--- src/rtl/conv_pool_pkg.sv ---
// Shared types and constants for the conv_pool sequencer and its tag pipe.
package conv_pool_pkg;

  localparam int ADDR_W     = 16;
  localparam int NUM_BLOCKS = 65025;
  localparam int MEM_LAT    = 1;
  localparam int DP_LAT     = 3;
  localparam int LAT        = MEM_LAT + DP_LAT;

  typedef enum logic [1:0] {IDLE, RUN, DRAIN, DONE} seq_state_t;

  typedef struct packed {
    logic              v;
    logic [ADDR_W-1:0] a;
  } tag_t;

  function automatic logic [ADDR_W-1:0] clamp_blocks(input logic [ADDR_W-1:0] cfg);
    return (cfg > ADDR_W'(NUM_BLOCKS)) ? ADDR_W'(NUM_BLOCKS) : cfg;
  endfunction

endpackage

--- src/rtl/conv_pool_tag_pipe.sv ---
// Delay line carrying {valid,addr} alongside each read request through memory and
// datapath latency, so the result write lands on the address that produced it.
module conv_pool_tag_pipe
  import conv_pool_pkg::*;
#(
  parameter int DEPTH = LAT,
  parameter int TAP   = MEM_LAT
)
(
  input  logic clk,
  input  logic rst,
  input  tag_t head,
  output logic tap_valid,
  output tag_t tail,
  output logic pending
);

  tag_t [DEPTH:1] stage;

  always_ff @(posedge clk or negedge rst) begin
    if (!rst) begin
      stage <= '0;
    end else begin
      stage <= {stage[DEPTH-1:1], head};
    end
  end

  assign tap_valid = stage[TAP].v;
  assign tail      = stage[DEPTH];

  // Entries in the last two stages are written by the time done is raised,
  // so only the earlier stages hold the sequencer in DRAIN.
  always_comb begin
    pending = 1'b0;
    for (int i = 1; i <= DEPTH - 2; i++) begin
      pending = pending | stage[i].v;
    end
  end

endmodule

--- src/rtl/conv_pool_seq.sv ---
// Frame sequencer for conv_pool: issues block reads 0..n-1, tracks them through
// memory/datapath latency and raises the matching result writes, then busy/done.
module conv_pool_seq
  import conv_pool_pkg::*;
(
  input  logic              clk,
  input  logic              rst,
  input  logic              start,
  input  logic              pause,
  input  logic [ADDR_W-1:0] cfg_num_blocks,
  output logic              busy,
  output logic              done,
  output logic              input_re,
  output logic [ADDR_W-1:0] input_addr,
  output logic              dp_in_valid,
  output logic              output_we,
  output logic [ADDR_W-1:0] output_addr
);

  seq_state_t        state;
  logic [ADDR_W-1:0] n;
  logic [ADDR_W-1:0] issue_cnt;
  logic [ADDR_W-1:0] n_clamped;
  logic              pending;
  tag_t              head;
  tag_t              tail;

  assign n_clamped   = clamp_blocks(cfg_num_blocks);
  assign input_re    = (state == RUN) && !pause;
  assign input_addr  = issue_cnt;
  assign head        = '{v: input_re, a: issue_cnt};
  assign output_we   = tail.v;
  assign output_addr = tail.a;

  conv_pool_tag_pipe #(
    .DEPTH (LAT),
    .TAP   (MEM_LAT)
  ) u_tag_pipe (
    .clk       (clk),
    .rst       (rst),
    .head      (head),
    .tap_valid (dp_in_valid),
    .tail      (tail),
    .pending   (pending)
  );

  // busy stays up through the done cycle, which also keeps a start pulse
  // landing on that cycle from opening a new frame.
  always_ff @(posedge clk or negedge rst) begin
    if (!rst) begin
      state     <= IDLE;
      n         <= '0;
      issue_cnt <= '0;
      busy      <= 1'b0;
      done      <= 1'b0;
    end else begin
      done <= 1'b0;
      if (done) begin
        busy <= 1'b0;
      end
      case (state)
        IDLE: begin
          if (start && !busy) begin
            n         <= n_clamped;
            issue_cnt <= '0;
            busy      <= 1'b1;
            state     <= (n_clamped == '0) ? DONE : RUN;
          end
        end
        RUN: begin
          if (input_re) begin
            issue_cnt <= issue_cnt + ADDR_W'(1);
            if (issue_cnt == n - ADDR_W'(1)) begin
              state <= DRAIN;
            end
          end
        end
        DRAIN: begin
          if (!pending) begin
            state <= DONE;
          end
        end
        DONE: begin
          done  <= 1'b1;
          state <= IDLE;
        end
        default: state <= IDLE;
      endcase
    end
  end

endmodule
--- config.mk ---
export PLATFORM = sky130hd
export DESIGN_NAME = conv_pool_seq
export DESIGN_NICKNAME = d
export VERILOG_FILES = /design/src/rtl/conv_pool_pkg.sv /design/src/rtl/conv_pool_tag_pipe.sv /design/src/rtl/conv_pool_seq.sv
export SDC_FILE = /design/constraint.sdc
export NUM_CORES = 1
export LEC_CHECK = 0
export ABC_CLOCK_PERIOD_IN_PS = 3250
export BUFFER_PORTS_ARGS = -buffer_cell sky130_fd_sc_hd__buf_2
export CAP_MARGIN = 25
export CORE_ASPECT_RATIO = 1.5
export CORE_MARGIN = 4
export CORE_UTILIZATION = 40
export CTS_CLUSTER_DIAMETER = 50
export CTS_CLUSTER_SIZE = 16
export DETAILED_ROUTE_END_ITERATION = 8
export GPL_ROUTABILITY_DRIVEN = 0
export SYNTH_ARGS = -nofsm -noshare
export SYNTH_HDL_FRONTEND = slang
export SYNTH_SLANG_ARGS = --single-unit
--- constraint.sdc ---
create_clock -name clk -period 3.25 [get_ports clk]
set_input_delay 0.65 -clock clk [delete_from_list [all_inputs] [get_ports clk]]
set_output_delay 0.65 -clock clk [all_outputs]
set_load 0.05 [all_outputs]
==> load_flow_metrics.sql <==
INSERT INTO impl_metrics (metric_group, metric, value, unit) VALUES
('detailed_routing', 'drt-total-wl', '7.29', 'mm'),
('worst_setup_path', 'crit_type', 'flop to flop', ''),
('timing', 'slew-limit-headroom', '0.476', ''),
('final_layout', 'final.fill_count', '934', ''),
('global_route', 'first_global_vias', '2618', ''),
('final_layout', 'final_layout_size_suffix_gt1_frac', '0.224', ''),
('synthesis', 'yosysUniqueCellTypes', '53', ''),
('clocking', 'cts_max_level', '3', ''),
('synthesis', 'seq_area_frac_synth', '0.632', ''),
('worst_setup_path', 'endpoint_kind', 'flop', ''),
('detailed_routing', 'detail-route-antenna-nets', '0', ''),
('detailed_routing', 'wire_per_inst', '14.6', 'um'),
('worst_setup_path', 'slowest_stage', 'sky130_fd_sc_hd__nor4b_2', ''),
('clocking', 'cts_inserted_buffers', '9', ''),
('worst_setup_path', 'critical_path_peak_fanout', '8', ''),
('final_layout', 'stdcell_count', '501', ''),
('final_layout', 'postLayoutCoreUtil', '0.468', ''),
('power_and_ir_drop', 'power_density', '649', 'nW/um^2'),
('clocking', 'postcts_resize_cnt', '0', ''),
('synthesis', 'post_synth_main_area_contributors', 'sky130_fd_sc_hd__dfrtp_1, sky130_fd_sc_hd__nand2_1, sky130_fd_sc_hd__xor2_1, sky130_fd_sc_hd__xnor2_1, sky130_fd_sc_hd__buf_4', ''),
('worst_setup_path', 'required', '3480', 'ps'),
('synthesis', 'yosysMostFrequentCell', 'sky130_fd_sc_hd__dfrtp_1', ''),
('synthesis', 'synth_top_cell_by_area', 'sky130_fd_sc_hd__dfrtp_1', ''),
('timing', 'clock-skew-final', '5.41', 'ps'),
('synthesis', 'yosys_register_bits', '104', ''),
('worst_hold_path', 'timing.hold.worst.class', 'input pin to asynchronous set/reset pin', ''),
('timing', 'timing_max_transition_violations_final', '0', ''),
('worst_setup_path', 'worstPathCellList', 'inv_1, ha_1, nor4b_2, a31oi_1, o22a_1, o21a_1, o31ai_4, mux2_4', ''),
('placement', 'numPlacedInstances', '485', ''),
('detailed_routing', 'via_count', '2508', ''),
('worst_setup_path', 'critPathMaxStageDelay', '660', 'ps'),
('power_and_ir_drop', 'cellLeakagePower', '2.37', 'nW'),
('clocking', 'clock_path_buffers', '2', ''),
('synthesis', 'yosysTopAreaCellShare', '0.632', ''),
('worst_setup_path', 'cp_data_arrival_time', '2950', 'ps'),
('final_layout', 'fin_nets', '405', ''),
('final_layout', 'flow.area_growth_from_synthesis', '14.5', '%'),
('clocking', 'root_buffer', 'sky130_fd_sc_hd__clkbuf_16', ''),
('timing', 'timing.setup.tns', '0', 'ps'),
('timing', 'final_min_period_over_clock_period', '0.836', ''),
('worst_setup_path', 'cp.buffers_inverters', '1', ''),
('global_route', 'track_usage', '0.132', ''),
('final_layout', 'antenna_cells_inserted', '0', ''),
('power_and_ir_drop', 'totalPowerFinal', '3.06', 'mW'),
('synthesis', 'synth_top_flop_cell', 'sky130_fd_sc_hd__dfrtp_1', ''),
('synthesis', 'netlist_top_cells_count', 'sky130_fd_sc_hd__dfrtp_1, sky130_fd_sc_hd__nand2_1, sky130_fd_sc_hd__nor2_1', ''),
('worst_setup_path', 'timing.critical_path.depth', '8', ''),
('placement', 'post-dp-hpwl', '5.36', 'mm'),
('worst_setup_path', 'path_delay_family', 'compound AO/OA/AOI/OAI gates', ''),
('clocking', 'cts_sinks', '104', ''),
('worst_setup_path', 'r2r_end', 'state[1]', ''),
('worst_setup_path', 'critical_path.endpoint', 'state[1]', ''),
('synthesis', 'yosys_warnings', '0', ''),
('worst_setup_path', 'r2r_cells', '8', ''),
('synthesis', 'syn_avg_cell_area', '12.3', 'um^2'),
('worst_setup_path', 'r2r_start', 'n[0]', ''),
('outcome', 'run_status', 'finished clean', ''),
('global_route', 'antenna_violations_before_repair', '0', ''),
('synthesis', 'synth_enable_flop_cells', '0', ''),
('timing', 'worstMarginPinSlew', '784', 'ps'),
('die', 'dieArea', '12000', 'um^2'),
('synthesis', 'post_synthesis_net_count', '361', ''),
('global_route', 'grt_start_max_net_pins', '80', ''),
('detailed_routing', 'drtPass1Iterations', '4', ''),
('detailed_routing', 'drtIter0Drc', '103', ''),
('global_route', 'grt_remaining_overflow', '0', ''),
('placement', 'io_buffers', '56', ''),
('worst_setup_path', 'worstSetupStartpointType', 'flop', ''),
('timing', 'fmax', '368', 'MHz'),
('clocking', 'cts_hold_buf', '0', ''),
('clocking', 'clkSlewWorstSetupHoldPaths', '70', 'ps');
## routing by layer
metal	wire [um]	GRT usage	vias up
met3	237	0.0246	18
met1	3010	0.147	1222
met5	0	0	-
met4	247	0.0730	0
li1	-	-	1214
met2	3790	0.236	54
## flip-flops by register name, summed over array words and instances (netlist names)
register,flops
u_tag_pipe.tail,17
busy,1
done,1
u_tag_pipe.tap_valid,1
input_addr,16
state,2
u_tag_pipe.stage,50
n,16
## how the worst min path moves through the flow
stage                                    from                   end  slack (ps)  depth (start not counted)
after floorplan           u_tag_pipe.stage[0]  u_tag_pipe.stage[17]         330                          0
after global placement    u_tag_pipe.stage[4]  u_tag_pipe.stage[21]         330                          0
after detailed placement  u_tag_pipe.stage[2]  u_tag_pipe.stage[19]         330                          0
after CTS                                 rst  u_tag_pipe.tap_valid         220                          1
after global routing                      rst  u_tag_pipe.tap_valid         230                          1
final                                     rst                  busy         210                          1
## worst register-to-register path: stages, from the launching register on
cell,delay [ps]
sky130_fd_sc_hd__dfrtp_1,420
sky130_fd_sc_hd__inv_1,100
sky130_fd_sc_hd__ha_1,210
sky130_fd_sc_hd__nor4b_2,660
sky130_fd_sc_hd__a31oi_1,170
sky130_fd_sc_hd__o22a_1,220
sky130_fd_sc_hd__o21a_1,190
sky130_fd_sc_hd__o31ai_4,300
sky130_fd_sc_hd__mux2_4,330
## power breakdown
group          internal [mW]  switching, mW
registers               1.44         0.0881
clock network          0.625          0.456
logic                  0.121          0.333
## cell usage in the layout (no fill, tap or decap), types with 2 or more instances in the layout
cell type,instances
sky130_fd_sc_hd__a21o_1,2
sky130_fd_sc_hd__a21oi_1,4
sky130_fd_sc_hd__a22o_1,3
sky130_fd_sc_hd__a22oi_1,2
sky130_fd_sc_hd__a31oi_1,3
sky130_fd_sc_hd__and3_1,7
sky130_fd_sc_hd__and4b_1,2
sky130_fd_sc_hd__buf_2,55
sky130_fd_sc_hd__buf_4,2
sky130_fd_sc_hd__clkbuf_16,9
sky130_fd_sc_hd__dfrtp_1,104
sky130_fd_sc_hd__ha_1,6
sky130_fd_sc_hd__inv_1,9
sky130_fd_sc_hd__inv_6,3
sky130_fd_sc_hd__mux2i_1,4
sky130_fd_sc_hd__nand2_1,43
sky130_fd_sc_hd__nand2b_1,2
sky130_fd_sc_hd__nand3_1,7
sky130_fd_sc_hd__nand4_1,7
sky130_fd_sc_hd__nor2_1,20
sky130_fd_sc_hd__nor2b_1,2
sky130_fd_sc_hd__nor3_1,2
sky130_fd_sc_hd__nor4_1,6
sky130_fd_sc_hd__o211ai_1,2
sky130_fd_sc_hd__o21a_1,2
sky130_fd_sc_hd__o21ai_0,14
sky130_fd_sc_hd__xnor2_1,15
sky130_fd_sc_hd__xor2_1,17
## final cells by class
type / count / area (um^2) / share of cell area
Clock inverter: 5 / 61.3 / 0.0130
Clock buffer: 11 / 243 / 0.0515
Sequential cell: 104 / 2600 / 0.552
Multi-Input combinational cell: 197 / 1320 / 0.279
Tap cell: 117 / 146 / 0.0311
Timing Repair Buffer: 58 / 310 / 0.0658
Inverter: 9 / 33.8 / 0.00717
## stage by stage
| step | worst slack [ps] | hold slack (ps) |
|---|---|---|
| after floorplan | 891 | 331 |
| after global placement | 704 | 331 |
| after detailed placement | 555 | 335 |
| after CTS | 552 | 216 |
| after global routing | 377 | 229 |
| final | 533 | 215 |
## cells by family (layout without fill, tap and decap cells)
kind of cell               after synthesis  after routing  share of synthesized area
AOI/OAI and AO/OA                       41             41                     0.0751
xor gates and xnor gates                32             32                     0.0681
adders and majority gates                6              6                     0.0182
buffers and inverters                   34             83                     0.0477
DFF                                    104            104                      0.632
muxes                                    5              5                     0.0134
and+or+nand+nor                        113            113                      0.145
Power figures use the tool's default switching activity.
